[src/rtl/uart_pkg.sv]
// Shared constants and state encodings for the UART command front end.
package uart_pkg;

  localparam int unsigned FRAME_BITS = 10;
  localparam int unsigned DATA_BITS  = 8;

  typedef logic [1:0] rx_state_t;
  localparam rx_state_t RX_IDLE  = 2'd0;
  localparam rx_state_t RX_START = 2'd1;
  localparam rx_state_t RX_DATA  = 2'd2;
  localparam rx_state_t RX_STOP  = 2'd3;

  typedef logic tx_state_t;
  localparam tx_state_t TX_IDLE = 1'b0;
  localparam tx_state_t TX_XMIT = 1'b1;

endpackage

[src/rtl/uart_tx.sv]
// 8N1 transmitter: frame shift register plus per-frame latched baud counter.
module uart_tx
  import uart_pkg::*;
#(
  parameter int unsigned BAUD_W = 16
) (
  input  logic                 clk,
  input  logic                 rst_n,
  input  logic [BAUD_W-1:0]    baud_cnt,
  input  logic [DATA_BITS-1:0] data,
  input  logic                 start,
  output logic                 tx,
  output logic                 busy,
  output logic                 done
);

  localparam int unsigned BIT_W = 4;

  tx_state_t            state, state_d;
  logic [BAUD_W-1:0]    cnt, cnt_d;
  logic [BAUD_W-1:0]    baud_q, baud_d;
  logic [BIT_W-1:0]     bits, bits_d;
  logic [DATA_BITS:0]   shift, shift_d;
  logic                 tx_d, busy_d, done_d;

  // State and datapath registers; line idles high.
  always_ff @(posedge clk or negedge rst_n) begin
    if (!rst_n) begin
      state  <= TX_IDLE;
      cnt    <= '0;
      baud_q <= '0;
      bits   <= '0;
      shift  <= '1;
      tx     <= 1'b1;
      busy   <= 1'b0;
      done   <= 1'b0;
    end else begin
      state  <= state_d;
      cnt    <= cnt_d;
      baud_q <= baud_d;
      bits   <= bits_d;
      shift  <= shift_d;
      tx     <= tx_d;
      busy   <= busy_d;
      done   <= done_d;
    end
  end

  // Next state: each frame bit is held baud_q cycles; stop bit ends with a done pulse.
  always_comb begin
    state_d = state;
    cnt_d   = cnt;
    baud_d  = baud_q;
    bits_d  = bits;
    shift_d = shift;
    tx_d    = tx;
    busy_d  = busy;
    done_d  = 1'b0;
    case (state)
      TX_IDLE: begin
        if (start) begin
          state_d = TX_XMIT;
          baud_d  = baud_cnt;
          cnt_d   = baud_cnt;
          shift_d = {1'b1, data};
          bits_d  = '0;
          tx_d    = 1'b0;
          busy_d  = 1'b1;
        end
      end
      TX_XMIT: begin
        if (cnt == BAUD_W'(1)) begin
          if (bits == BIT_W'(FRAME_BITS - 1)) begin
            state_d = TX_IDLE;
            tx_d    = 1'b1;
            busy_d  = 1'b0;
            done_d  = 1'b1;
          end else begin
            tx_d    = shift[0];
            shift_d = {1'b1, shift[DATA_BITS:1]};
            bits_d  = bits + BIT_W'(1);
            cnt_d   = baud_q;
          end
        end else begin
          cnt_d = cnt - BAUD_W'(1);
        end
      end
      default: state_d = TX_IDLE;
    endcase
  end

endmodule

[src/rtl/uart_cmd_wrapper.sv]
// Host serial front end: RX bytes paired into 16-bit commands, responses sent on TX.
module uart_cmd_wrapper
  import uart_pkg::*;
#(
  parameter int unsigned BAUD_W = 16
) (
  input  logic              clk,
  input  logic              rst_n,
  input  logic              RX,
  output logic              TX,
  input  logic [BAUD_W-1:0] baud_cnt,
  output logic [15:0]       cmd,
  output logic              cmd_rdy,
  input  logic              clr_cmd_rdy,
  input  logic [7:0]        resp,
  input  logic              send_resp,
  output logic              resp_sent,
  output logic              tx_busy
);

  localparam int unsigned RXB_W = 3;
  localparam logic PH_HIGH = 1'b0;
  localparam logic PH_LOW  = 1'b1;

  logic                 rx_meta, rx_sync, rx_prev;
  rx_state_t            rx_state, rx_state_d;
  logic [BAUD_W-1:0]    rx_cnt, rx_cnt_d, rx_baud, rx_baud_d;
  logic [RXB_W-1:0]     rx_bits, rx_bits_d;
  logic [DATA_BITS-1:0] rx_shift, rx_shift_d;
  logic                 rx_vld, rx_vld_d;
  logic                 rx_expire;
  logic                 phase, phase_d;
  logic [7:0]           hold, hold_d;
  logic [15:0]          cmd_d;
  logic                 cmd_rdy_d;

  // Two-flop synchroniser plus edge history, preset to idle-high.
  always_ff @(posedge clk or negedge rst_n) begin
    if (!rst_n) begin
      rx_meta <= 1'b1;
      rx_sync <= 1'b1;
      rx_prev <= 1'b1;
    end else begin
      rx_meta <= RX;
      rx_sync <= rx_meta;
      rx_prev <= rx_sync;
    end
  end

  assign rx_expire = (rx_cnt == BAUD_W'(1));

  // RX and assembly state registers.
  always_ff @(posedge clk or negedge rst_n) begin
    if (!rst_n) begin
      rx_state <= RX_IDLE;
      rx_cnt   <= '0;
      rx_baud  <= '0;
      rx_bits  <= '0;
      rx_shift <= '0;
      rx_vld   <= 1'b0;
      phase    <= PH_HIGH;
      hold     <= '0;
      cmd      <= '0;
      cmd_rdy  <= 1'b0;
    end else begin
      rx_state <= rx_state_d;
      rx_cnt   <= rx_cnt_d;
      rx_baud  <= rx_baud_d;
      rx_bits  <= rx_bits_d;
      rx_shift <= rx_shift_d;
      rx_vld   <= rx_vld_d;
      phase    <= phase_d;
      hold     <= hold_d;
      cmd      <= cmd_d;
      cmd_rdy  <= cmd_rdy_d;
    end
  end

  // RX next state: half-bit wait to mid start bit, then full-bit sampling LSB first.
  always_comb begin
    rx_state_d = rx_state;
    rx_cnt_d   = rx_cnt;
    rx_baud_d  = rx_baud;
    rx_bits_d  = rx_bits;
    rx_shift_d = rx_shift;
    rx_vld_d   = 1'b0;
    if (rx_state != RX_IDLE && !rx_expire) rx_cnt_d = rx_cnt - BAUD_W'(1);
    case (rx_state)
      RX_IDLE: begin
        if (rx_prev && !rx_sync) begin
          rx_state_d = RX_START;
          rx_baud_d  = baud_cnt;
          rx_cnt_d   = baud_cnt >> 1;
        end
      end
      RX_START: begin
        if (rx_expire) begin
          if (rx_sync) begin
            rx_state_d = RX_IDLE;
          end else begin
            rx_state_d = RX_DATA;
            rx_cnt_d   = rx_baud;
            rx_bits_d  = '0;
          end
        end
      end
      RX_DATA: begin
        if (rx_expire) begin
          rx_shift_d = {rx_sync, rx_shift[DATA_BITS-1:1]};
          rx_cnt_d   = rx_baud;
          if (rx_bits == RXB_W'(DATA_BITS - 1)) rx_state_d = RX_STOP;
          else rx_bits_d = rx_bits + RXB_W'(1);
        end
      end
      RX_STOP: begin
        if (rx_expire) begin
          rx_state_d = RX_IDLE;
          rx_vld_d   = rx_sync;
        end
      end
      default: rx_state_d = RX_IDLE;
    endcase
  end

  // Pair assembly: high byte held, low byte commits cmd atomically; set beats clear.
  always_comb begin
    phase_d   = phase;
    hold_d    = hold;
    cmd_d     = cmd;
    cmd_rdy_d = cmd_rdy;
    if (clr_cmd_rdy) cmd_rdy_d = 1'b0;
    if (rx_vld) begin
      if (phase == PH_HIGH) begin
        hold_d  = rx_shift;
        phase_d = PH_LOW;
      end else begin
        cmd_d     = {hold, rx_shift};
        cmd_rdy_d = 1'b1;
        phase_d   = PH_HIGH;
      end
    end
  end

  uart_tx #(.BAUD_W(BAUD_W)) u_tx (
    .clk      (clk),
    .rst_n    (rst_n),
    .baud_cnt (baud_cnt),
    .data     (resp),
    .start    (send_resp),
    .tx       (TX),
    .busy     (tx_busy),
    .done     (resp_sent)
  );

endmodule

[config.mk]
export PLATFORM = sky130hd
export DESIGN_NAME = uart_cmd_wrapper
export DESIGN_NICKNAME = d
export VERILOG_FILES = /design/src/rtl/uart_pkg.sv /design/src/rtl/uart_tx.sv /design/src/rtl/uart_cmd_wrapper.sv
export SDC_FILE = /design/constraint.sdc
export NUM_CORES = 1
export LEC_CHECK = 0
export CELL_PAD_IN_SITES_DETAIL_PLACEMENT = 0
export CELL_PAD_IN_SITES_GLOBAL_PLACEMENT = 1
export CORE_MARGIN = 5
export CORE_UTILIZATION = 48
export CTS_BUF_LIST = sky130_fd_sc_hd__clkbuf_8
export DETAILED_ROUTE_END_ITERATION = 8
export PLACE_DENSITY = 0.87
export RECOVER_POWER = 25
export SLEW_MARGIN = 20
export SYNTH_ARGS = -nofsm -noshare
export SYNTH_HDL_FRONTEND = slang
export SYNTH_SLANG_ARGS = --single-unit
[constraint.sdc]
create_clock -name clk -period 2.85 [get_ports clk]
set_input_delay 0.7125 -clock clk [delete_from_list [all_inputs] [get_ports clk]]
set_output_delay 0.7125 -clock clk [all_outputs]
set_load 0.02 [all_outputs]
# After elaboration in Yosys (flattened, before gate mapping)
# Cells that the tools add are included.
[totals]
register_bits = 124
in_bits = 29
elab_cells = 115
[op_classes]
add_sub_neg = 4
eq_ne = 19
mux = 51
bitwise_logic = 2
reduce_logical = 18
[ops]
columns = ["operator", "n"]
rows = [
  ["16-bit 2-to-1 mux", 8],
  ["16-bit one-hot mux with 3 select lines", 1],
  ["16-bit by 1-bit == test with 1-bit output, second input constant", 2],
  ["16-bit one-hot mux with 2 select lines", 1],
  ["16-bit by 1-bit subtractor with 16-bit output, second input constant", 2],
  ["9-bit 2-to-1 mux", 3],
  ["2-bit inequality test, second input constant", 11],
  ["1-bit 2-to-1 mux", 18],
  ["9-bit one-hot mux with 2 select lines", 1],
  ["2-bit AND reduction", 7],
  ["2-bit 2-to-1 mux", 6],
  ["3-bit 2-to-1 mux", 4],
  ["4-bit 2-to-1 mux", 3],
  ["5-bit AND reduction", 2],
  ["2-bit one-hot mux with 4 select lines", 1],
  ["4-bit one-hot mux with 2 select lines", 1],
  ["1-bit one-hot mux with 2 select lines", 3],
  ["3-bit one-hot mux with 2 select lines", 1],
  ["3-bit AND reduction", 2],
  ["4-bit by 1-bit adder with 4-bit output, second input constant", 1],
  ["2-bit == test, second input constant", 2],
  ["4-bit == test, second input constant", 1],
  ["2-bit nonzero test", 2],
  ["3-bit by 1-bit adder with 3-bit output, second input constant", 1],
  ["other kinds (7)", 10],
]

# Logic depth before layout (Yosys ltp)
# Gate-level depths: netlist (run 1).
[logic_depth]
ltp_word = 7
ltp_mapped = 10
ltp_nobuf = 8

# By module
# Synthesis (run 1) repeated with hierarchy kept, for this count alone.
[hier_totals]
hier_cells = 596
hier_area_um2 = 5988.2
[by_module_without_submodules]
columns = ["module", "instances", "cells_per_inst", "area_per_inst_um2", "seq_area_each_um2"]
rows = [
  ["uart_cmd_wrapper", 1, 300, 3343.2, 1880.6],
  ["uart_tx", 1, 296, 2645.0, 1212.4],
]

# Worst setup path after synthesis (run 1)
# OpenSTA, ideal clock, no wires.
[synth_path]
kind = "register to register"
startpoint = "register u_tx.cnt[1]"
endpoint = "register u_tx.cnt[11]"
setup_time_ns = 0.121
arrival_time_ns = 2.187
t_required_ns = 2.729
slack_ns = 0.542
stages_incl_launch_ff = 10
n_path_buf = 2
period_less_slack_ns = 2.308
path_cell_list = "dfrtp_1 -> inv_1 -> ha_1 -> or4b_1 -> or4_1 -> buf_6 -> o22ai_4 -> inv_2 -> buf_6 -> a22o_1"
[synth_between]
elab_chain_len = 3
word_cells_on_any_way = 6
classes_between = "add/sub (1); eq/ne (2); mux (2); reduce/logical (1)"
[synth_lines]
columns = ["item", "line", "source"]
rows = [
  ["start: declaration", "uart_tx.sv:20", "logic [BAUD_W-1:0] cnt, cnt_d;"],
  ["start signal: assignment", "uart_tx.sv:39", "cnt <= cnt_d;"],
  ["16-bit by 1-bit subtractor with 16-bit output or 16-bit by 1-bit == test with 1-bit output (tied branches)", "uart_tx.sv:85, uart_tx.sv:72", ""],
  ["16-bit 2-to-1 mux or 3-bit inequality test (tied branches)", "--", ""],
  ["16-bit one-hot mux with 2 select lines or 2-bit AND reduction (tied branches)", "--", ""],
]
# Parallel ways exist; a longest one is shown, timed or not.
# A chain may end at the register's enable or synchronous reset.

# Worst setup path in the final report (run 1)
[layout_path]
startpoint = "register u_tx.cnt[1]"
endpoint = "register u_tx.cnt[6]"
# Same word-level chain as after synthesis.

==> run summary, run 1 <==
CELLS AND AREA
----------------------------------------------------------------------------------
Commonest non-fill, non-tap cell in the layout                        sky130_fd_sc_hd__dfrtp_1
Leading cell types in the layout, fill and taps excluded              sky130_fd_sc_hd__dfrtp_1 (111), sky130_fd_sc_hd__nand2_1 (86), sky130_fd_sc_hd__mux2_2 (62)
Antenna cell count                                                               0
Area Growth Syn to Fin                                                       17.7%
Share of final-layout standard cells stronger than drive strength 1          22.6%
Final net count                                                                648

LOGIC SYNTHESIS
----------------------------------------------------------------------------------
Average footprint of a synthesized cell                                   10.8 um2
Proportion of netlist area held by the largest area contributor              46.4%
Largest area contributor in the netlist                               sky130_fd_sc_hd__dfrtp_1
Number of synthesized register bits                                            123
Number of synthesized flops with an enable pin                                   0
Number of instances in the synthesized netlist                                 557
Netlist area before placement                                             5990 um2
Number of synthesis warnings                                                     0
Post-synthesis sequential area ratio                                         51.6%
Top cells by area in the synthesized netlist                          sky130_fd_sc_hd__dfrtp_1 (46%), sky130_fd_sc_hd__mux2_2 (12%), sky130_fd_sc_hd__nand2_1 (5.4%), sky130_fd_sc_hd__dfstp_2 (5.3%), sky130_fd_sc_hd__o21ai_0 (3.0%)
Synth unique cells                                                              66
Ys flop type                                                          sky130_fd_sc_hd__dfrtp_1
Post-synth ARST share                                                         100%
Post-synth net total                                                           594

POWER AND IR DROP
----------------------------------------------------------------------------------
Static Leak                                                                3.04 nW
IR drop worst, VDD                                                        0.326 mV
Cell Pwr Density                                                        716 nW/um2

GLOBAL ROUTE
----------------------------------------------------------------------------------
Global-route wire length before repair                                    22600 um
Number of antenna violations at the first check in global routing                0
Number of global-route vias before repair                                     4576
Final global-route overflow total                                                0
Maximum number of pins on one net before global-route repair                    45
Global Route Usage Sum                                                       19.1%

SETUP PATH
----------------------------------------------------------------------------------
Max stage delay cell, worst path                                      sky130_fd_sc_hd__or4_1
Req. time, crit path                                                       3.22 ns
R2R Path End                                                           u_tx.cnt[6]
Nature of the critical path startpoint                                        flop
Critical path cell sequence                                           inv_1 -> ha_1 -> or4b_1 -> or4_1 -> o22ai_4 -> inv_2 -> o21ai_0 -> a22o_1
Type of element capturing the critical path                                   flop
Flop-to-flop setup slack                                                   0.15 ns
Startpoint of the worst-slack reg-to-reg timing path                   u_tx.cnt[1]
Largest stage delay on the critical path                                   0.69 ns
Data arrival, critical path                                                3.08 ns
Crit Path Class                                                            reg2reg
Largest driver fanout on the critical path                                      22
R2r worst-path depth                                                             8

ROUTE
----------------------------------------------------------------------------------
Count of antenna-violating nets left after detailed routing                      0
Via-to-Cell Ratio                                                             5.64
Total via count after detailed routing                                        4470
Count of TritonRoute iterations in the first routing pass                        5
Routed wire length                                                        13300 um
Wirelength per Cell                                                        16.8 um
DRC violations left                                                              0
Drt first-iter violations                                                      316

WORST HOLD PATH
----------------------------------------------------------------------------------
Number of instances on the worst hold path                                       0
Source of the worst hold timing path                                       rx_meta
Hold path endpoint                                                         rx_sync
Worst hold path class                                                      reg2reg

PLACEMENT
----------------------------------------------------------------------------------
Count of buffers from port buffering                                            48
Placer congestion estimate                                                   0.864
Detailed placer's ending HPWL                                              9320 um

TIMING
----------------------------------------------------------------------------------
Share of the cycle needed by the critical path after routing                 94.8%
Max-slew violation total from the final report                                  43
Unrepaired setup endpoints after global routing                              false
Final setup violation count                                                      0
Fmax                                                                       370 MHz
Setup total negative slack                                                    0 ns
Fin. Hold Viols                                                                  0
Worst hold slack                                                          0.364 ns
Slew of the pin with the lowest slew margin                                2.25 ns
Rel. slew slack                                                             -50.3%
Setup skew after layout                                                 0.00895 ns
Final min period                                                           2.70 ns

CTS
----------------------------------------------------------------------------------
Clock latency on the worst-skew pair                                       0.44 ns
Reg clk slew, reported paths                                               0.07 ns
H-tree depth                                                                     4
Clock tree from TritonCTS                                                      yes
Root buffer selected by CTS                                           sky130_fd_sc_hd__clkbuf_8
Number of buffers inserted by hold repair at cts                                 0
Number of buffers on the longest clock path                                      2
Post-CTS setup buffers                                                           0
PostCTS Resize Cnt                                                               0
Number of clock sinks seen by CTS                                              123
Total CTS buffers                                                               17

JOB
----------------------------------------------------------------------------------
Max Cap Viol                                                                     1

STATUS
----------------------------------------------------------------------------------
Outcome                                                               complete, but fails checks
Violated checks                                                       max-capacitance violations, max-slew violations

DIE
----------------------------------------------------------------------------------
DIE AREA                                                                 14800 um2
Die Y-Extent                                                                122 um
Placeable core area                                                      12100 um2
Num rows                                                                        40
I/O pins                                                                        49
Die width                                                                   122 um
Initial Util                                                                 49.5%

[cell usage after synthesis (2+ instances only)]
library cell,count
sky130_fd_sc_hd__a211oi_1,8
sky130_fd_sc_hd__a21oi_1,12
sky130_fd_sc_hd__a22o_1,9
sky130_fd_sc_hd__a31oi_1,6
sky130_fd_sc_hd__a32oi_1,2
sky130_fd_sc_hd__and2_1,2
sky130_fd_sc_hd__buf_1,2
sky130_fd_sc_hd__buf_2,5
sky130_fd_sc_hd__buf_4,3
sky130_fd_sc_hd__buf_6,4
sky130_fd_sc_hd__clkbuf_1,12
sky130_fd_sc_hd__dfrtp_1,111
sky130_fd_sc_hd__dfstp_2,12
sky130_fd_sc_hd__ha_1,8
sky130_fd_sc_hd__inv_1,11
sky130_fd_sc_hd__mux2_2,62
sky130_fd_sc_hd__nand2_1,86
sky130_fd_sc_hd__nand2b_1,4
sky130_fd_sc_hd__nand3_1,10
sky130_fd_sc_hd__nand3b_1,3
sky130_fd_sc_hd__nor2_1,34
sky130_fd_sc_hd__nor2b_1,2
sky130_fd_sc_hd__nor3_1,20
sky130_fd_sc_hd__nor3b_1,4
sky130_fd_sc_hd__nor4_1,5
sky130_fd_sc_hd__nor4_4,2
sky130_fd_sc_hd__o211ai_1,12
sky130_fd_sc_hd__o21ai_0,36
sky130_fd_sc_hd__o21ai_2,4
sky130_fd_sc_hd__o22ai_1,3
sky130_fd_sc_hd__o311a_1,2
sky130_fd_sc_hd__o31a_1,2
sky130_fd_sc_hd__or2_2,4
sky130_fd_sc_hd__or3_1,5
sky130_fd_sc_hd__or4_1,5
sky130_fd_sc_hd__or4_4,4
sky130_fd_sc_hd__xnor2_1,7
sky130_fd_sc_hd__xor2_1,6
[metrics by stage]
step / area (um2) / setup slack, ns / cells / power (mW) / utilization (%)
floorplan: 5990 / 0.542 / 557 / 3.15 / -
global placement: 6650 / 0.297 / 760 / 3.42 / 54.9
detailed placement: 6650 / 0.196 / 760 / 3.47 / 54.9
CTS: 7060 / 0.187 / 792 / 5.07 / 58.3
global route: 7050 / 0.0148 / 792 / 5.33 / 58.2
finish: 7050 / 0.149 / 792 / 5.05 / 58.2
[layout make-up]
| class | count | area (um2) |
|---|---|---|
| Inverter | 12 | 45.0 |
| Tap cell | 168 | 210 |
| Timing Repair Buffer | 61 | 584 |
| Clock inverter | 13 | 149 |
| Multi-Input combinational cell | 396 | 2710 |
| Sequential cell | 123 | 3090 |
| Clock buffer | 19 | 262 |
| Fill cell | 1046 | 5060 |
[worst max-delay path by stage]
stage                           start      endpoint  slack (ns)  depth (start not counted)
after floorplan           u_tx.cnt[1]  u_tx.cnt[11]        0.54                          9
after global placement      rx_cnt[4]     rx_cnt[9]        0.30                          5
after detailed placement  u_tx.cnt[1]   u_tx.cnt[9]        0.20                          7
after CTS                 u_tx.cnt[1]   u_tx.cnt[6]        0.19                          8
after global routing      u_tx.cnt[1]  u_tx.cnt[13]        0.01                          8
final                     u_tx.cnt[1]   u_tx.cnt[6]        0.15                          8
[flip-flops by register name, summed over array words and instances, names as in the netlist, 3 cells and up, named ones only]
name and flops:
rx_bits 3, u_tx.shift 8, u_tx.baud_q 16, rx_cnt 16, u_tx.cnt 16, rx_baud 16
rx_shift 8, u_tx.bits 4, cmd 16, hold 8
[metal layers]
layer / GRT usage [%] / part of all wire, % / wire length (um) / vias up
met4: 7.77 / 1.7 / 222 / 0
met5: 0 / 0 / 0 / -
li1: - / - / - / 2117
met3: 3.99 / 3.6 / 477 / 19
met1: 24.7 / 45 / 5970 / 2225
met2: 31.6 / 50 / 6620 / 109
[power breakdown]
part           internal (mW)  total (mW)  switching, mW
combinational          0.483       0.991          0.508
clock                  0.900        1.59          0.690
sequential              2.12        2.47          0.349
total                   3.50        5.05           1.55
[critical path: cells and delay by family, from the launching register on]
family	cells	cell delay, ns
AND/OR/NAND/NOR	2	1.24
buffers and inverters	2	0.31
flip-flops	1	0.41
adder cells (fa/ha/maj)	1	0.16
AO/OA/AOI/OAI	3	0.51
[cells by family (layout without fill, tap and decap cells)]
| family | Yosys count | in the layout | synth area share, % |
|---|---|---|---|
| AO/OA/AOI/OAI | 112 | 112 | 13.1 |
| XOR/XNOR | 13 | 13 | 1.90 |
| adder cells (fa/ha/maj) | 8 | 8 | 1.67 |
| buffers and inverters | 38 | 105 | 3.17 |
| flip-flops | 123 | 123 | 51.6 |
| multiplexers | 62 | 62 | 11.7 |
| AND/OR/NAND/NOR | 201 | 201 | 16.9 |
Note: power is estimated with default switching activity, not from simulation.
==> run 2, diff against run 1 <==
--- a/config.mk
+++ b/config.mk
@@ -8,10 +8,10 @@
 export CELL_PAD_IN_SITES_DETAIL_PLACEMENT = 0
 export CELL_PAD_IN_SITES_GLOBAL_PLACEMENT = 1
 export CORE_MARGIN = 5
-export CORE_UTILIZATION = 48
+export CORE_UTILIZATION = 52
 export CTS_BUF_LIST = sky130_fd_sc_hd__clkbuf_8
 export DETAILED_ROUTE_END_ITERATION = 8
-export PLACE_DENSITY = 0.87
+export PLACE_DENSITY = 0.93
 export RECOVER_POWER = 25
 export SLEW_MARGIN = 20
 export SYNTH_ARGS = -nofsm -noshare
==> constraint.sdc (replaced) <==
create_clock -name clk -period 3.27 [get_ports clk]
set_input_delay 0.8175 -clock clk [delete_from_list [all_inputs] [get_ports clk]]
set_output_delay 0.8175 -clock clk [all_outputs]
set_load 0.02 [all_outputs]
==> run summary, run 2 (synthesis gave the netlist of run 1 again) <==
POWER AND IR DROP
----------------------------------------------------------------------------------
Cell Pwr Density                                                        622 nW/um2
Static Leak                                                                3.02 nW
IR drop worst, VDD                                                        0.355 mV

CTS
----------------------------------------------------------------------------------
Reg clk slew, reported paths                                               0.07 ns
Number of buffers on the longest clock path                                      2
Clock latency on the worst-skew pair                                       0.44 ns
Root buffer selected by CTS                                           sky130_fd_sc_hd__clkbuf_8
Clock tree from TritonCTS                                                      yes
Number of clock sinks seen by CTS                                              123
H-tree depth                                                                     4
Number of buffers inserted by hold repair at cts                                 0
Total CTS buffers                                                               17
PostCTS Resize Cnt                                                               0
Post-CTS setup buffers                                                           0

TIMING
----------------------------------------------------------------------------------
Setup total negative slack                                                    0 ns
Slack of the critical path                                                0.383 ns
Rel. slew slack                                                             -9.81%
Fmax                                                                       346 MHz
Fin. Hold Viols                                                                  0
Final setup violation count                                                      0
Max-slew violation total from the final report                                 124
Unrepaired setup endpoints after global routing                              false
Slew of the pin with the lowest slew margin                                1.65 ns
Share of the cycle needed by the critical path after routing                 88.3%
Final min period                                                           2.89 ns
Setup skew after layout                                                 0.00773 ns

WORST HOLD PATH
----------------------------------------------------------------------------------
Worst hold path class                                                      reg2reg

PLACEMENT
----------------------------------------------------------------------------------
Placed cell area                                                          6580 um2
Placed Cells incl. Taps                                                        731
Count of buffers from port buffering                                            48
Placement Setup Slack                                                     0.419 ns
Detailed placer's ending HPWL                                              8910 um
Placer congestion estimate                                                   0.837

SETUP PATH
----------------------------------------------------------------------------------
Req. time, crit path                                                       3.65 ns
Type of element capturing the critical path                                   flop
Data arrival, critical path                                                3.26 ns
Nature of the critical path startpoint                                        flop
Largest driver fanout on the critical path                                      22
Crit Path Class                                                            reg2reg

CELLS AND AREA
----------------------------------------------------------------------------------
Final net count                                                                644
Antenna cell count                                                               0
Leading cell types in the layout, fill and taps excluded              sky130_fd_sc_hd__dfrtp_1 (111), sky130_fd_sc_hd__nand2_1 (86), sky130_fd_sc_hd__mux2_2 (62)
Final instance area                                                       6970 um2
Share of final-layout standard cells stronger than drive strength 1          22.4%
Fillers                                                                        933
Filler-free cell count of the finished design                                  763
Area Growth Syn to Fin                                                       16.3%
Commonest non-fill, non-tap cell in the layout                        sky130_fd_sc_hd__dfrtp_1

GLOBAL ROUTE
----------------------------------------------------------------------------------
Number of antenna violations at the first check in global routing                0
Number of global-route vias before repair                                     4576
Maximum number of pins on one net before global-route repair                   124
Final global-route overflow total                                                0
Global Route Usage Sum                                                       19.6%
Global-route wire length before repair                                    22400 um

DIE
----------------------------------------------------------------------------------
Placeable core area                                                      11400 um2
I/O pins                                                                        49
DIE AREA                                                                 13800 um2
Num rows                                                                        39
Initial Util                                                                 52.7%
Die width                                                                   117 um
Die Y-Extent                                                                117 um

STATUS
----------------------------------------------------------------------------------
Outcome                                                               complete, but fails checks
Violated checks                                                       max-capacitance violations, max-slew violations

ROUTE
----------------------------------------------------------------------------------
Via-to-Cell Ratio                                                             5.88
DRC violations left                                                              0
Routed wire length                                                        12900 um
Drt first-iter violations                                                      297
Count of antenna-violating nets left after detailed routing                      0
Count of TritonRoute iterations in the first routing pass                        5
Wirelength per Cell                                                        16.9 um
Total via count after detailed routing                                        4488

JOB
----------------------------------------------------------------------------------
Max Cap Viol                                                                     1

## run 2: report_power, final
group          total [mW]  switching, mW  leakage, nW  internal, mW
Sequential           2.15          0.299         1.54          1.85
Clock                1.33          0.603        0.206         0.731
Combinational       0.854          0.436         1.27         0.417
## run 2: area by class of cell
class,instances,area [um2],area share [%]
repair buffers,57,546,7.83
multi-input cells,396,2710,38.9
clock inverters,12,121,1.74
clock buffers,20,275,3.95
flip-flops and latches,123,3090,44.4
inverters,12,45.0,0.646
well taps,143,179,2.57
## run 2: worst paths after layout
| check | startpoint | endpoint | slack [ns] | cells past startpoint |
|---|---|---|---|---|
| min in group asynchronous | rst_n | hold[0] | 0.90 | 2 |
| max in group asynchronous | rst_n | u_tx.cnt[1] | 1.32 | 2 |
| hold / removal | rx_meta | rx_sync | 0.36 | 0 |
| setup reg to reg | u_tx.cnt[1] | u_tx.cnt[5] | 0.38 | 8 |
| setup / recovery | u_tx.cnt[1] | u_tx.cnt[5] | 0.38 | 8 |
| hold reg to reg | rx_meta | rx_sync | 0.36 | 0 |
## run 2: metal layers
metal	part of all wire, %	global-route usage [%]
met5	0	0
met4	1.2	7.40
met3	4.4	4.43
met2	51	32.6
met1	43	25.1
## run 2: worst max-delay path, cell delays in order (launching register included)
cell and delay (ns):
sky130_fd_sc_hd__dfrtp_1 0.42, sky130_fd_sc_hd__inv_1 0.12, sky130_fd_sc_hd__ha_1 0.16, sky130_fd_sc_hd__or4b_1 0.54, sky130_fd_sc_hd__or4_1 0.66, sky130_fd_sc_hd__o22ai_4 0.34
sky130_fd_sc_hd__inv_2 0.26, sky130_fd_sc_hd__o21ai_0 0.15, sky130_fd_sc_hd__a22o_1 0.17
## run 2: per-stage QoR
stage | hold slack (ns) | util, % | power, mW
finish | 0.357 | 61.3 | 4.34
global route | 0.364 | 61.3 | 4.60
CTS | 0.353 | 61.4 | 4.36
detailed placement | 0.348 | 57.9 | 3.02
global placement | 0.347 | 57.9 | 2.96
floorplan | 0.345 | - | 2.75
==> run 3, diff against run 2 <==
--- a/config.mk
+++ b/config.mk
@@ -11,7 +11,7 @@
 export CORE_UTILIZATION = 52
 export CTS_BUF_LIST = sky130_fd_sc_hd__clkbuf_8
 export DETAILED_ROUTE_END_ITERATION = 8
-export PLACE_DENSITY = 0.93
+export PLACE_DENSITY = 0.95
 export RECOVER_POWER = 25
 export SLEW_MARGIN = 20
 export SYNTH_ARGS = -nofsm -noshare
==> run summary, run 3 (synthesis gave the netlist of run 1 again) <==
STATUS
----------------------------------------------------------------------------------
Outcome                                                               complete, but fails checks
Violated checks                                                       max-capacitance violations, max-slew violations

CTS
----------------------------------------------------------------------------------
Post-CTS setup buffers                                                           0
Total CTS buffers                                                               17
Clock latency on the worst-skew pair                                       0.44 ns
H-tree depth                                                                     4
Number of buffers on the longest clock path                                      2
Reg clk slew, reported paths                                               0.08 ns
PostCTS Resize Cnt                                                               0
Root buffer selected by CTS                                           sky130_fd_sc_hd__clkbuf_8
Number of clock sinks seen by CTS                                              123
Number of buffers inserted by hold repair at cts                                 0
Clock tree from TritonCTS                                                      yes

SETUP PATH
----------------------------------------------------------------------------------
Req. time, crit path                                                       3.65 ns
WP buf/inv                                                                       2
Logic depth of the worst setup path including buffers                            8
Max stage delay cell, worst path                                      sky130_fd_sc_hd__or4_1
Critical path's top delay family                                      simple AND/OR/NAND/NOR gates
Critical path cell sequence                                           inv_1 -> ha_1 -> or4b_1 -> or4_1 -> o22ai_4 -> inv_2 -> o21ai_0 -> a22o_1
Data arrival, critical path                                                3.27 ns
Largest driver fanout on the critical path                                      22
Largest stage delay on the critical path                                   0.67 ns
Nature of the critical path startpoint                                        flop
Crit Path Class                                                            reg2reg
Type of element capturing the critical path                                   flop
R2r worst-path depth                                                             8

DIE
----------------------------------------------------------------------------------
Die width                                                                   117 um
Initial Util                                                                 52.7%
DIE AREA                                                                 13800 um2
Placeable core area                                                      11400 um2
I/O pins                                                                        49
Num rows                                                                        39
Die Y-Extent                                                                117 um

TIMING
----------------------------------------------------------------------------------
Slew of the pin with the lowest slew margin                                1.74 ns
Setup total negative slack                                                    0 ns
Final setup violation count                                                      0
Unrepaired setup endpoints after global routing                              false
Final min period                                                           2.89 ns
Slack of the critical path                                                0.385 ns
Worst hold slack                                                          0.363 ns
Fin. Hold Viols                                                                  0
Share of the cycle needed by the critical path after routing                 88.2%
Rel. slew slack                                                             -16.0%
Setup skew after layout                                                  0.0116 ns
Fmax                                                                       347 MHz
Max-slew violation total from the final report                                  68

ROUTE
----------------------------------------------------------------------------------
Wirelength per Cell                                                        17.1 um
DRC violations left                                                              0
Via-to-Cell Ratio                                                             5.82
Total via count after detailed routing                                        4451
Count of TritonRoute iterations in the first routing pass                        4
Drt first-iter violations                                                      238
Routed wire length                                                        13100 um
Count of antenna-violating nets left after detailed routing                      0

POWER AND IR DROP
----------------------------------------------------------------------------------
IR drop worst, VDD                                                        0.357 mV
Total Power Consumption                                                    4.41 mW
Cell Pwr Density                                                        628 nW/um2
Static Leak                                                                3.04 nW

GLOBAL ROUTE
----------------------------------------------------------------------------------
Global Route Usage Sum                                                       19.8%
GR Layer Usage met3                                                          4.43%
Number of global-route vias before repair                                     4604
Global-route wire length before repair                                    22500 um
Number of antenna violations at the first check in global routing                0
Met2 track utilization from global routing                                   32.3%
Met1 Track Usage GR                                                          25.4%
Maximum number of pins on one net before global-route repair                    70
Top Usage Layer GRT                                                           met2
Final global-route overflow total                                                0

PLACEMENT
----------------------------------------------------------------------------------
Detailed placer's ending HPWL                                              9190 um
Placed Cells incl. Taps                                                        733
Placed cell area                                                          6610 um2
Placer congestion estimate                                                   0.876
Count of buffers from port buffering                                            48
Placement Setup Slack                                                     0.430 ns

CELLS AND AREA
----------------------------------------------------------------------------------
Leading cell types in the layout, fill and taps excluded              sky130_fd_sc_hd__dfrtp_1 (111), sky130_fd_sc_hd__nand2_1 (86), sky130_fd_sc_hd__mux2_2 (62)
Final Util                                                                   61.8%
Final net count                                                                646
Area Growth Syn to Fin                                                       17.3%
Final instance area                                                       7030 um2
Antenna cell count                                                               0
Share of final-layout standard cells stronger than drive strength 1          22.8%
Commonest non-fill, non-tap cell in the layout                        sky130_fd_sc_hd__dfrtp_1
Filler-free cell count of the finished design                                  765

WORST HOLD PATH
----------------------------------------------------------------------------------
Number of instances on the worst hold path                                       0
Worst hold path class                                                      reg2reg

JOB
----------------------------------------------------------------------------------
Max Cap Viol                                                                     1

-- run 3: final cells by class --
class,instances,area [um2]
clock buffer,18,248
inverter,12,45.0
multi-input combinational,396,2710
clock inverter,14,171
timing repair buffer,59,583
tap,143,179
fill,890,4340
sequential,123,3090
-- run 3: path summary, 6_finish.rpt --
check / slack (ns) / to / from
setup / recovery: 0.38 / u_tx.cnt[6] / u_tx.cnt[1]
hold / removal: 0.36 / rx_sync / rx_meta
setup reg to reg: 0.38 / u_tx.cnt[6] / u_tx.cnt[1]
hold reg to reg: 0.36 / rx_sync / rx_meta
max in group asynchronous: 1.40 / u_tx.cnt[14] / rst_n
min in group asynchronous: 0.83 / hold[3] / rst_n
-- run 3: routing by layer --
layer | part of all wire, % | vias up
met5 | 0 | -
met4 | 2.1 | 0
met3 | 4.2 | 27
met2 | 51 | 112
met1 | 43 | 2206
li1 | - | 2106
-- run 3: where the power goes --
| part | internal (mW) | leakage [nW] | switching (mW) |
|---|---|---|---|
| Sequential | 1.85 | 1.54 | 0.293 |
| Combinational | 0.423 | 1.29 | 0.440 |
| Clock | 0.775 | 0.205 | 0.633 |
| Total | 3.05 | 3.04 | 1.37 |
